<file path="src/rtl/rooth_flow_pkg.sv">
// rooth_flow_pkg: per-stage flow codes, controller states and decision selectors shared by the rooth flow logic
package rooth_flow_pkg;
   localparam int FLOW_WIDTH = 2;
   localparam logic [FLOW_WIDTH-1:0] FLOW_WORK    = 2'b00;
   localparam logic [FLOW_WIDTH-1:0] FLOW_STOP    = 2'b01;
   localparam logic [FLOW_WIDTH-1:0] FLOW_REFRESH = 2'b10;
   typedef enum logic [1:0] {IDLE, DRAIN, RESUME} fsm_e;
   typedef enum logic [2:0] {SEL_IRQ, SEL_HOLD, SEL_PEND, SEL_DRAIN, SEL_RESUME, SEL_REDIR, SEL_FENCE, SEL_RUN} sel_e;
   function automatic logic [FLOW_WIDTH-1:0] refresh_upto(input int s, input int k);
      return (s >= 1 && s <= k) ? FLOW_REFRESH : FLOW_WORK;
   endfunction
endpackage

</file>
<file path="src/rtl/flow_hold_merge.sv">
// flow_hold_merge: picks the deepest requested hold stage and expands it into a per-stage flow pattern
module flow_hold_merge
   import rooth_flow_pkg::*;
#(
   parameter int STAGES    = 5,
   parameter int HOLD_SRCS = 4,
   parameter int SIDX_W    = $clog2(STAGES)
) (
   input  logic [HOLD_SRCS-1:0]         hold_req,
   input  logic [HOLD_SRCS*SIDX_W-1:0]  hold_stage,
   output logic                         any_hold,
   output logic [SIDX_W-1:0]            hold_max,
   output logic [STAGES*FLOW_WIDTH-1:0] hold_flow
);
   assign any_hold = |hold_req;
   always_comb begin
      hold_max = '0;
      for (int i = 0; i < HOLD_SRCS; i++)
         if (hold_req[i] && hold_stage[i*SIDX_W +: SIDX_W] > hold_max) hold_max = hold_stage[i*SIDX_W +: SIDX_W];
      for (int s = 0; s < STAGES; s++)
         hold_flow[s*FLOW_WIDTH +: FLOW_WIDTH] = s <= int'(hold_max) ? FLOW_STOP :
                                                 s == int'(hold_max) + 1 ? FLOW_REFRESH : FLOW_WORK;
   end
endmodule

</file>
<file path="src/rtl/pipe_flow_ctrl.sv">
// pipe_flow_ctrl: per-stage stop/refresh/work control and PC steering with pending redirect, fence drain and stall watchdog
module pipe_flow_ctrl
   import rooth_flow_pkg::*;
#(
   parameter  int STAGES      = 5,
   parameter  int HOLD_SRCS   = 4,
   parameter  int REDIR_STAGE = 2,
   parameter  int CPU_WIDTH   = 32,
   parameter  int WDOG_W      = 8,
   localparam int SIDX_W      = $clog2(STAGES)
) (
   input  logic                         clk,
   input  logic                         rst_n,
   input  logic [HOLD_SRCS-1:0]         hold_req_i,
   input  logic [HOLD_SRCS*SIDX_W-1:0]  hold_stage_i,
   input  logic                         irq_req_i,
   input  logic [CPU_WIDTH-1:0]         irq_addr_i,
   input  logic                         redirect_req_i,
   input  logic [CPU_WIDTH-1:0]         redirect_pc_i,
   input  logic [SIDX_W-1:0]            redirect_kill_i,
   input  logic                         fence_req_i,
   input  logic [CPU_WIDTH-1:0]         fence_pc_i,
   input  logic                         timeout_clr_i,
   output logic [STAGES*FLOW_WIDTH-1:0] flow_o,
   output logic [CPU_WIDTH-1:0]         next_pc_o,
   output logic                         next_pc_vld_o,
   output logic                         next_pc_four_o,
   output logic                         stall_timeout_o,
   output logic                         busy_o
);
   localparam logic [WDOG_W-1:0] WDOG_MAX  = '1;
   localparam logic [SIDX_W-1:0] DRAIN_LEN = SIDX_W'(STAGES - 2);
   fsm_e state, state_nxt;
   sel_e sel;
   logic [SIDX_W-1:0] cnt, cnt_nxt, pend_kill, pend_kill_nxt, hold_max;
   logic [CPU_WIDTH-1:0] pend_pc, pend_pc_nxt, fence_pc, fence_pc_nxt;
   logic [WDOG_W-1:0] wdog, wdog_nxt;
   logic [STAGES*FLOW_WIDTH-1:0] hold_flow;
   logic pend_vld, pend_vld_nxt, any_hold, timeout, stop0;
   int kill;
   flow_hold_merge #(.STAGES(STAGES), .HOLD_SRCS(HOLD_SRCS), .SIDX_W(SIDX_W)) u_merge (
      .hold_req(hold_req_i), .hold_stage(hold_stage_i), .any_hold(any_hold), .hold_max(hold_max), .hold_flow(hold_flow)
   );
   // Fence is only reachable from IDLE because DRAIN/RESUME take precedence over it.
   assign sel = irq_req_i ? SEL_IRQ : any_hold ? SEL_HOLD : pend_vld ? SEL_PEND :
                state == DRAIN ? SEL_DRAIN : state == RESUME ? SEL_RESUME :
                redirect_req_i ? SEL_REDIR : fence_req_i ? SEL_FENCE : SEL_RUN;
   always_ff @(posedge clk or negedge rst_n) begin
      if (!rst_n) begin
         state     <= IDLE;
         cnt       <= '0;
         pend_vld  <= 1'b0;
         pend_pc   <= '0;
         pend_kill <= '0;
         fence_pc  <= '0;
         wdog      <= '0;
         timeout   <= 1'b0;
      end else begin
         state     <= state_nxt;
         cnt       <= cnt_nxt;
         pend_vld  <= pend_vld_nxt;
         pend_pc   <= pend_pc_nxt;
         pend_kill <= pend_kill_nxt;
         fence_pc  <= fence_pc_nxt;
         wdog      <= wdog_nxt;
         timeout   <= (wdog_nxt == WDOG_MAX) | (timeout & ~timeout_clr_i);
      end
   end
   always_comb begin
      state_nxt     = state;
      cnt_nxt       = cnt;
      pend_vld_nxt  = pend_vld;
      pend_pc_nxt   = pend_pc;
      pend_kill_nxt = pend_kill;
      fence_pc_nxt  = fence_pc;
      case (sel)
         SEL_IRQ: begin
            state_nxt    = IDLE;
            cnt_nxt      = '0;
            pend_vld_nxt = 1'b0;
         end
         SEL_HOLD:
            if (redirect_req_i && int'(hold_max) < REDIR_STAGE && !pend_vld) begin
               pend_vld_nxt  = 1'b1;
               pend_pc_nxt   = redirect_pc_i;
               pend_kill_nxt = redirect_kill_i;
            end
         SEL_PEND: pend_vld_nxt = 1'b0;
         SEL_DRAIN: begin
            cnt_nxt   = cnt - SIDX_W'(cnt != '0);
            state_nxt = cnt <= SIDX_W'(1) ? RESUME : DRAIN;
         end
         SEL_RESUME: state_nxt = IDLE;
         SEL_FENCE: begin
            state_nxt    = DRAIN;
            cnt_nxt      = DRAIN_LEN;
            fence_pc_nxt = fence_pc_i;
         end
         default: ;
      endcase
      wdog_nxt = !any_hold ? '0 : wdog == WDOG_MAX ? WDOG_MAX : wdog + 1'b1;
   end
   assign stop0 = sel inside {SEL_DRAIN, SEL_FENCE};
   assign kill  = sel == SEL_IRQ ? STAGES - 1 : sel == SEL_PEND ? int'(pend_kill) : sel == SEL_DRAIN ? 1 :
                  sel == SEL_REDIR ? int'(redirect_kill_i) : sel == SEL_FENCE ? REDIR_STAGE : 0;
   always_comb begin
      for (int s = 0; s < STAGES; s++)
         flow_o[s*FLOW_WIDTH +: FLOW_WIDTH] = !rst_n ? FLOW_STOP : sel == SEL_HOLD ? hold_flow[s*FLOW_WIDTH +: FLOW_WIDTH] :
                                              (s == 0 && stop0) ? FLOW_STOP : refresh_upto(s, kill);
      next_pc_vld_o  = rst_n && (sel inside {SEL_IRQ, SEL_PEND, SEL_RESUME, SEL_REDIR});
      next_pc_four_o = rst_n && sel == SEL_RUN;
      next_pc_o      = !rst_n ? '0 : sel == SEL_IRQ ? irq_addr_i : sel == SEL_PEND ? pend_pc :
                       sel == SEL_RESUME ? fence_pc + CPU_WIDTH'(4) : sel == SEL_REDIR ? redirect_pc_i : '0;
   end
   assign stall_timeout_o = timeout;
   assign busy_o          = state != IDLE || pend_vld;
endmodule

</file>
<file path="config.mk">
export PLATFORM = sky130hd
export DESIGN_NAME = pipe_flow_ctrl
export DESIGN_NICKNAME = d
export VERILOG_FILES = /design/src/rtl/rooth_flow_pkg.sv /design/src/rtl/flow_hold_merge.sv /design/src/rtl/pipe_flow_ctrl.sv
export SDC_FILE = /design/constraint.sdc
export NUM_CORES = 1
export LEC_CHECK = 0
export CORE_MARGIN = 4
export CORE_UTILIZATION = 40
export DETAILED_ROUTE_END_ITERATION = 10
export PLACE_DENSITY = 0.81
export SKIP_CTS_REPAIR_TIMING = 1
export SLEW_MARGIN = 20
export SYNTH_ARGS = -nofsm -noshare
export SYNTH_HDL_FRONTEND = slang
export SYNTH_SLANG_ARGS = --single-unit
export TNS_END_PERCENT = 100
</file>
<file path="constraint.sdc">
create_clock -name clk -period 5 [get_ports clk]
set_input_delay 0.5 -clock clk [delete_from_list [all_inputs] [get_ports clk]]
set_output_delay 0.5 -clock clk [all_outputs]
set_load 0.02 [all_outputs]
</file>
Yosys cells after proc, flatten, opt, wreduce, memory -nomap -nowiden
Index checks and enable logic that the tools add are counted.
W data, S select, Z words.
{"block": "word_totals", "regBits": 82, "inputBits": 121, "word_cells": 119}
{"block": "classes", "add_sub_neg": 4, "magnitude_cmp": 14, "eq_ne": 16, "muxes": 51, "bitwise_logic": 3, "reduce_logical": 23}
{"operator": "$mux W32", "count": 5}
{"operator": "$eq A3 B32 Y1 const A", "count": 2}
{"operator": "$mux W2", "count": 24}
{"operator": "$mux W3", "count": 12}
{"operator": "$add A32 B3 Y32 const B", "count": 1}
{"operator": "$eq A2 B32 Y1 const A", "count": 1}
{"operator": "$eq A4 B32 Y1 const A", "count": 1}
{"operator": "$eq A8 B8 Y1 const B", "count": 2}
{"operator": "$mux W8", "count": 2}
{"operator": "$eq A3 B3 Y1 const B", "count": 4}
{"operator": "$le A2 B3 Y1 const A", "count": 4}
{"operator": "$gt A3 B3 Y1", "count": 3}
{"operator": "$pmux W3 S3", "count": 1}
{"operator": "$reduce_bool A3 Y1", "count": 3}
{"operator": "$add A8 B1 Y8 const B", "count": 1}
{"operator": "$logic_and A1 B1 Y1", "count": 8}
{"operator": "$eq A3 B2 Y1 const B", "count": 2}
{"operator": "$le A1 B3 Y1 const A", "count": 2}
{"operator": "$le A3 B3 Y1 const A", "count": 2}
{"operator": "$pmux W2 S3", "count": 1}
{"operator": "$reduce_bool A2 Y1", "count": 3}
{"operator": "$mux W1", "count": 5}
{"operator": "$add A3 B1 Y4 const B", "count": 1}
{"operator": "$reduce_and A2 Y1", "count": 2}
{"operator": "18 further kinds", "count": 19}

Depth between registers and ports, before layout
Gate-level depths: netlist (run 1).
{"block": "logic_depth", "word_depth": 18, "mapped_depth": 20}

By module
From an unflattened synthesis (run 1), not the netlist that was laid out.
{"block": "unflattened", "cells_unflattened": 611, "hier_area_um2": 5798.1}
{"module": "pipe_flow_ctrl", "n_inst": 1, "cells_per_inst": 523, "area_each_um2": 5143.7, "seq_area_each_um2": 2052.0}
{"module": "flow_hold_merge", "n_inst": 1, "cells_per_inst": 88, "area_each_um2": 654.4, "seq_area_each_um2": 0.0}

Least setup slack after synthesis (run 1)
Ideal clock, no wire load.
{"block": "synth_path", "path_type": "input -> output", "startpoint": "input hold_req_i[0]", "endpoint": "output flow_o[5]", "arrival_ns": 4.417, "setup_slack_ns": 0.083, "cell_stages": 20, "path_buffers": 0, "path_cell_list": "and2_1 ha_1 nand3_1 o31ai_4 nor2_2 mux2i_1 inv_1 ha_1 nor2_1 o311a_1 o221a_2 a311oi_1 a21oi_1 ha_1 or2_2 a31oi_1 o22ai_1 a21o_2 and2_4 a211oi_1"}
{"block": "synth_between", "elab_chain_cells": 17}
{"item": "start: declaration", "line_no": "pipe_flow_ctrl.sv:14", "source": "input logic [HOLD_SRCS-1:0] hold_req_i,"}
{"item": "$logic_and A1 B1 Y1", "line_no": "flow_hold_merge.sv:19", "source": "if (hold_req[i] && hold_stage[i*SIDX_W +: SIDX_W] > hold_max) hold_max = hold_stage[i*SIDX_W +: SIDX_W];"}
{"item": "$mux W3", "line_no": "flow_hold_merge.sv:19"}
{"item": "$gt A3 B3 Y1", "line_no": "flow_hold_merge.sv:19"}
{"item": "$logic_and A1 B1 Y1", "line_no": "flow_hold_merge.sv:19"}
{"item": "$mux W3", "line_no": "flow_hold_merge.sv:19"}
{"item": "$gt A3 B3 Y1", "line_no": "flow_hold_merge.sv:19"}
{"item": "$logic_and A1 B1 Y1", "line_no": "flow_hold_merge.sv:19"}
{"item": "$mux W3", "line_no": "flow_hold_merge.sv:19"}
{"item": "$gt A3 B3 Y1", "line_no": "flow_hold_merge.sv:19"}
{"item": "$logic_and A1 B1 Y1", "line_no": "flow_hold_merge.sv:19"}
{"item": "$mux W3", "line_no": "flow_hold_merge.sv:19"}
{"item": "$add A3 B1 Y4"}
{"item": "$eq A3 B32 Y1", "line_no": "flow_hold_merge.sv:22", "source": "s == int'(hold_max) + 1 ? FLOW_REFRESH : FLOW_WORK;"}
{"item": "$mux W2", "line_no": "flow_hold_merge.sv:22"}
{"item": "$mux W2", "line_no": "flow_hold_merge.sv:21", "source": "hold_flow[s*FLOW_WIDTH +: FLOW_WIDTH] = s <= int'(hold_max) ? FLOW_STOP :"}
{"item": "$mux W2 (*) (2 in a row)", "line_no": "pipe_flow_ctrl.sv:108", "source": "flow_o[s*FLOW_WIDTH +: FLOW_WIDTH] = !rst_n ? FLOW_STOP : sel == SEL_HOLD ? hold_flow[s*FLOW_WIDTH +: FLOW_WID ..."}
{"item": "end: declaration", "line_no": "pipe_flow_ctrl.sv:24", "source": "output logic [STAGES*FLOW_WIDTH-1:0] flow_o,"}
Mark *: on every way between the ends. The rest lies on a longest branch, timed or not.

Worst setup path in the final report (run 1)
Ends and elaborated chain as after synthesis.

==> impl_metrics.yaml, run 1 <==
final_layout:
  fraction_of_layout_cells_with_a_size_suffix_above_1: 0.219
  finalNetCount: 855
  area_delta_synth_final_pct: 45.7
  design_area_um2: 7690
clock_tree:
  cts.path.max_buffers: 2
  clock_insertion_delay_worst_skew_ns: 0.34
  htree_levels: 3
  clock_sink_count: 82
  cts.clk_slew.worst_paths_ns: 0.06
  cts_made_buffers: 9
  cts_tree: "done"
  ctsRootBufferMaster: "sky130_fd_sc_hd__clkbuf_16"
synth:
  distinct_cell_type_count_of_the_synthesized_netlist: 67
  async_reset_ff_frac: 1.00
  muxShareOfSynthArea: 0.145
  yosys.area_share.adder: 0.0232
  synthesis.area_um2: 5280
  ys_dominant_reg_cell: "sky130_fd_sc_hd__dfrtp_1"
  synth-compound-area-share: 0.193
  seq_area_frac_synth: 0.389
  synth-simple-area-share: 0.154
  synth_top_family_by_area: "compound AO/OA/AOI/OAI gates"
  postSynthCellCount: 547
  postSynthNetCount: 677
  yosys_warnings: 0
  synth_enable_flop_cells: 0
  synthesis.area_per_instance_um2: 9.65
  synth.ff_latch_count: 82
  yosys.area_share.xor_xnor: 0.0548
routing:
  vias: 5178
  detail-route-antenna-nets: 0
  first_iter_violations: 464
  via_per_inst: 5.73
  routedWlPerCell_um: 18.7
  route.layer.met1.wl_mm: 6.83
  drt-total-wl_mm: 16.9
  wl_met3_mm: 1.16
  drc: 0
  top_layer_used: "met4"
  dr_wl_met2_mm: 8.33
  drt-pass1-iter-count: 5
grt:
  grt_antenna_before_repair: 2
  grt_overflow_total: 0
  gr_usage_total: 0.222
  grt_start_max_net_pins: 54
  grt_pass1_vias: 5154
  grt_first_pass_wirelength_mm: 26.1
floorplanning:
  die_height_um: 123
  core_region_area_um2: 12800
  floorplan.rows: 41
  io_pins: 167
  initial_core_util: 0.413
  floorplan.die_area_um2: 15100
  floorplan.die.width_um: 123
worst_setup_path:
  worst_setup_end_kind: "primary output"
  worst-path-max-fanout: 4
  worst-endpoint-required_ns: 4.50
  worst-endpoint-arrival_ns: 4.40
  crit_path_start_kind: "input port"
  criticalPathCategory: "input port to primary output"
pwr:
  clock_power_share: 0.287
  power_switching_w: 0.000693
  ir_drop_v: 0.000170
  reported_leakage_power_nw: 3.14
  power.share.switching: 0.298
  p_comb_frac: 0.284
  internal_power_summed_over_all_cells_w: 0.00163
  p_seq_frac: 0.429
  p_per_area_nw_per_um2: 302
placement:
  hpwl_mm: 12.4
  io_buffer_count: 165
  globalplace.congestion: 0.888
  dpl_cell_area_um2: 7260
outcome:
  run_status: "finished clean"
sta:
  max_freq_mhz: 204
  clock-skew-final_ns: 0.00528
  finalCritPeriodShare: 0.979
  final-max-slew-violation-count: 0
  setup-violations-final: 0
  final_hold_viol_count: 0
  setup_total_negative_slack_ns: 0
  timing.max_slew.rel_slack: 0.394
  period_minus_slack_ns: 4.90
  max_slew.worst_pin.slew_ns: 0.908
hold_path:
  hold_path_class: "input port to asynchronous set/reset pin"
run:
  timing.max_cap.violations: 0
-- cells by family (layout without fill, tap and decap cells) --
| family | Yosys count | after routing |
|---|---|---|
| AOI/OAI and AO/OA | 142 | 142 |
| xor gates and xnor gates | 33 | 33 |
| adders and majority gates | 10 | 10 |
| buffers and inverters | 52 | 235 |
| DFF | 82 | 82 |
| muxes | 68 | 68 |
| other | 1 | 3 |
| and+or+nand+nor | 159 | 159 |
-- area by class of cell --
type                            count  area (µm²)
Multi-Input combinational cell    413        3140
Antenna cell                        2        5.00
Sequential cell                    82        2050
Clock inverter                      4        51.3
Fill cell                        1018        5080
Tap cell                          172         215
Timing Repair Buffer              200        1900
Clock buffer                       12         246
Inverter                           19        71.3
-- synth_stat cells (all sizes together), types with 2 or more instances --
cell	number	area, µm²
a22oi	2	15.0
or3	3	18.8
and2	4	30.0
a21oi	49	245
a211oi	5	42.5
and4	5	43.8
nand3	23	115
or2	3	18.8
o211ai	3	22.5
mux2	67	754
a21o	2	16.3
a222oi	16	160
o21a	3	23.8
a221oi	15	131
nor4b	2	17.5
xnor2	23	201
o31ai	2	28.8
a31oi	4	25.0
nand2	48	180
nor4	2	12.5
and3	6	42.5
nor3	6	30.0
o21bai	2	15.0
o21ai	25	125
xor2	10	87.6
nor2b	4	32.5
buf	7	48.8
ha	9	113
dfrtp	82	2050
o311ai	2	42.6
o2111ai	2	17.5
nor2	35	134
inv	19	71.3
nand4	13	96.3
clkbuf	26	97.6
-- critical path: stages --
cell	delay, ns
sky130_fd_sc_hd__buf_2	0.14
sky130_fd_sc_hd__nand2_4	0.07
sky130_fd_sc_hd__ha_4	0.27
sky130_fd_sc_hd__nor2b_4	0.17
sky130_fd_sc_hd__o31ai_4	0.07
sky130_fd_sc_hd__nor2_2	0.12
sky130_fd_sc_hd__mux2i_1	0.21
sky130_fd_sc_hd__inv_1	0.09
sky130_fd_sc_hd__ha_1	0.28
sky130_fd_sc_hd__nor2_1	0.04
sky130_fd_sc_hd__o311a_1	0.11
sky130_fd_sc_hd__o221a_2	0.26
sky130_fd_sc_hd__a311oi_2	0.27
sky130_fd_sc_hd__a21oi_2	0.06
sky130_fd_sc_hd__ha_1	0.29
sky130_fd_sc_hd__or2_4	0.14
sky130_fd_sc_hd__a31oi_4	0.10
sky130_fd_sc_hd__a211o_1	0.27
sky130_fd_sc_hd__a221o_1	0.36
sky130_fd_sc_hd__and2_4	0.18
sky130_fd_sc_hd__a211oi_2	0.19
sky130_fd_sc_hd__buf_4	0.19
-- per-stage QoR --
stage / total power (W) / utilization / cells / hold slack, ns / setup slack [ns]
2_1_floorplan: 0.00136 / - / 547 / 0.204 / 0.0827
3_3_place_gp: 0.00160 / 0.568 / 883 / 0.487 / -0.691
3_5_place_dp: 0.00164 / 0.568 / 883 / 0.496 / -0.886
4_1_cts: 0.00231 / 0.592 / 899 / 0.259 / -0.899
5_1_grt: 0.00245 / 0.602 / 904 / 0.304 / -0.108
6_report: 0.00232 / 0.602 / 904 / 0.243 / 0.105
-- worst paths after layout --
path	slack, ns	to	depth (start not counted)	startpoint
max	0.10	flow_o[5]	22	hold_req_i[0]
min	0.24	wdog[6]	2	rst_n
max reg2reg	2.75	fence_pc[1]	7	state[1]
min reg2reg	0.51	pend_pc[30]	1	pend_pc[30]
max in group asynchronous	3.72	fence_pc[11]	3	rst_n
min in group clk	0.51	pend_pc[30]	1	pend_pc[30]
-- cell usage in the layout, fill, tap and decap left out, drive strengths merged, types with 4 or more instances in the layout --
cell           instances
a211oi                 5
a21oi                 49
a221oi                15
a222oi                16
a31oi                  4
and2                   4
and3                   6
and4                   5
buf                   40
clkbuf                14
clkdlybuf4s50        151
dfrtp                 82
dlymetal6s2s           7
ha                     9
inv                   19
mux2                  67
nand2                 48
nand3                 23
nand4                 13
nor2                  35
nor2b                  4
nor3                   6
o21ai                 25
xnor2                 23
xor2                  10
-- state kept, by name (all words and copies together), names as in the netlist --
signal / cells
fence_pc: 32
pend_pc: 32
state: 2
pend_vld: 1
wdog: 8
cnt: 3
pend_kill: 3
stall_timeout_o: 1
-- power by group through the flow --
stage | sequential, W | clock (W) | combinational (W)
detailed placement | 0.00100 | 0 | 0.000636
global route | 0.00102 | 0.000708 | 0.000722
finish | 0.000998 | 0.000667 | 0.000660
global placement | 0.000986 | 0 | 0.000610
floorplan | 0.000958 | 0 | 0.000399
CTS | 0.000994 | 0.000679 | 0.000641
-- routing by layer --
| layer | GRT usage | vias to the layer above |
|---|---|---|
| li1 | - | 2409 |
| met1 | 0.270 | 2501 |
| met2 | 0.376 | 232 |
| met3 | 0.0456 | 36 |
| met4 | 0.101 | 0 |
| met5 | 0 | - |
No activity file was read; power rests on OpenSTA's default activity.
==> run 2: changes to the inputs <==
--- a/config.mk
+++ b/config.mk
@@ -8,6 +8,7 @@
 export CORE_MARGIN = 4
 export CORE_UTILIZATION = 40
 export DETAILED_ROUTE_END_ITERATION = 10
+export MAX_ROUTING_LAYER = met4
 export PLACE_DENSITY = 0.81
 export SKIP_CTS_REPAIR_TIMING = 1
 export SLEW_MARGIN = 20
==> impl_metrics.yaml, run 2 (synthesized netlist as in run 1, its figures left out) <==
grt:
  grt_start_max_net_pins: 57
  grt_overflow_total: 0
  grt_first_pass_wirelength_mm: 26.6
  grt_antenna_before_repair: 0
  gr_usage_total: 0.228
  grt_pass1_vias: 5395
worst_setup_path:
  cpLargestDelayFamily: "compound AO/OA/AOI/OAI gates"
  crit_cells: 22
  crit_path_start: "hold_stage_i[1]"
  crit-reg2reg-capture: "fence_pc[8]"
  r2r_slack_ns: 2.59
  timing.critical_path.slowest_cell_delay_ns: 0.37
  critical-path-slowest-cell: "sky130_fd_sc_hd__a221o_1"
  critical_path.n_buffers_inverters: 3
  worst-endpoint-arrival_ns: 4.42
  worst-endpoint-required_ns: 4.50
  worst-path-max-fanout: 3
  path_cells: "clkbuf_2, nand2_4, ha_4, nor2b_4, o31ai_4, nor2_2, mux2i_1, inv_1, ha_4, nor2_2, o311a_1, o221a_2, a311oi_2, a21oi_1, ha_1, or2_4, a31oi_4, a211o_1, a221o_1, and2_4, a211oi_2, buf_4"
  reg2reg_depth: 7
  worst_setup_end_kind: "primary output"
  criticalPathCategory: "input port to primary output"
  crit_path_start_kind: "input port"
  startpoint_of_the_lowest_slack_register_to_register_path: "state[1]"
sta:
  period_minus_slack_ns: 4.92
  setup_slack_ns: 0.0832
  final-max-slew-violation-count: 0
  setup-violations-final: 0
  finalCritPeriodShare: 0.983
  final_hold_viol_count: 0
  max_freq_mhz: 203
  setup_total_negative_slack_ns: 0
  timing.max_slew.rel_slack: 0.393
  max_slew.worst_pin.slew_ns: 0.909
  clock-skew-final_ns: 0.00693
floorplanning:
  floorplan.die_area_um2: 15100
  die_height_um: 123
  floorplan.die.width_um: 123
  core_region_area_um2: 12800
  io_pins: 167
  initial_core_util: 0.413
  floorplan.rows: 41
pwr:
  internal_power_summed_over_all_cells_w: 0.00163
  reported_leakage_power_nw: 3.13
  power_switching_w: 0.000716
  p_comb_frac: 0.284
  power.share.switching: 0.305
  ir_drop_v: 0.000218
  p_seq_frac: 0.427
  clock_power_share: 0.289
  power_w: 0.00235
  p_per_area_nw_per_um2: 305
run:
  timing.max_cap.violations: 0
outcome:
  run_status: "finished clean"
clock_tree:
  clock_insertion_delay_worst_skew_ns: 0.33
  cts.clk_slew.worst_paths_ns: 0.07
  htree_levels: 3
  cts.path.max_buffers: 2
  cts_tree: "done"
  cts_made_buffers: 9
  ctsRootBufferMaster: "sky130_fd_sc_hd__clkbuf_16"
  clock_sink_count: 82
final_layout:
  final_core_utilization: 0.603
  finalNetCount: 856
  most-common-layout-cells: "sky130_fd_sc_hd__clkdlybuf4s50_1, sky130_fd_sc_hd__dfrtp_1, sky130_fd_sc_hd__mux2_2"
  layout_commonest_cell: "sky130_fd_sc_hd__clkdlybuf4s50_1"
  area_delta_synth_final_pct: 46.0
  layout_top_registers: "fence_pc: 32 flops, pend_pc: 32 flops, wdog: 8 flops"
  num_antenna_cells: 0
  fraction_of_layout_cells_with_a_size_suffix_above_1: 0.227
routing:
  via_per_inst: 5.82
  first_iter_violations: 438
  drt-pass1-iter-count: 8
  drt-total-wl_mm: 17.4
  vias: 5259
  routedWlPerCell_um: 19.2
  detail-route-antenna-nets: 0
  drc: 0
placement:
  io_buffer_count: 165
  hpwl_mm: 12.4
  globalplace.congestion: 0.866
  pre_cts_ws_ns: -0.906
hold_path:
  hold_path_class: "input port to asynchronous set/reset pin"
-- run 2: cell count changes in the layout (fill, tap and decap cells not counted), moves of 2 or more --
cell / previous run / this run
sky130_fd_sc_hd__dlymetal6s2s_1: 7 / 5
sky130_fd_sc_hd__clkbuf_2: 2 / 5
sky130_fd_sc_hd__diode_2: 2 / 0
sky130_fd_sc_hd__buf_2: 2 / 0
-- run 2: worst max-delay path by stage --
stage | to | slack, ns
detailed placement | flow_o[9] | -0.91
global route | flow_o[9] | -0.09
global placement | flow_o[9] | -0.74
finish | flow_o[9] | 0.08
floorplan | flow_o[5] | 0.08
CTS | flow_o[9] | -0.92
-- run 2: final cells by class --
cell class,instances,area (µm²)
Timing Repair Buffer,201,1900
Tap cell,172,215
Inverter,19,71.3
Clock inverter,5,62.6
Clock buffer,11,243
Fill cell,1022,5070
Multi-Input combinational cell,413,3160
Sequential cell,82,2050
-- run 2: layer usage --
layer  share of wire  wire (µm)  vias up  global-route usage
li1                -          -     2402                   -
met1            0.41       7130     2564               0.287
met2            0.50       8660      261               0.376
met3           0.071       1230       32              0.0355
met4           0.020        340        0              0.0749
met5               0          0        -                   -
-- run 2: stage by stage --
stage               instance area, µm²  std cells  hold slack (ns)
global placement                  7270        884            0.487
detailed placement                7270        884            0.495
floorplan                         5280        547            0.204
finish                            7710        903            0.228
CTS                               7570        900            0.249
global route                      7710        903            0.273
-- run 2: power by group through the flow --
| stage | logic, W | registers, W | clock network (W) |
|---|---|---|---|
| 3_5_place_dp | 0.000639 | 0.00101 | 0 |
| 5_1_grt | 0.000724 | 0.00103 | 0.000718 |
| 3_3_place_gp | 0.000613 | 0.000987 | 0 |
| 2_1_floorplan | 0.000399 | 0.000958 | 0 |
| 4_1_cts | 0.000644 | 0.000996 | 0.000689 |
| 6_report | 0.000668 | 0.00100 | 0.000679 |
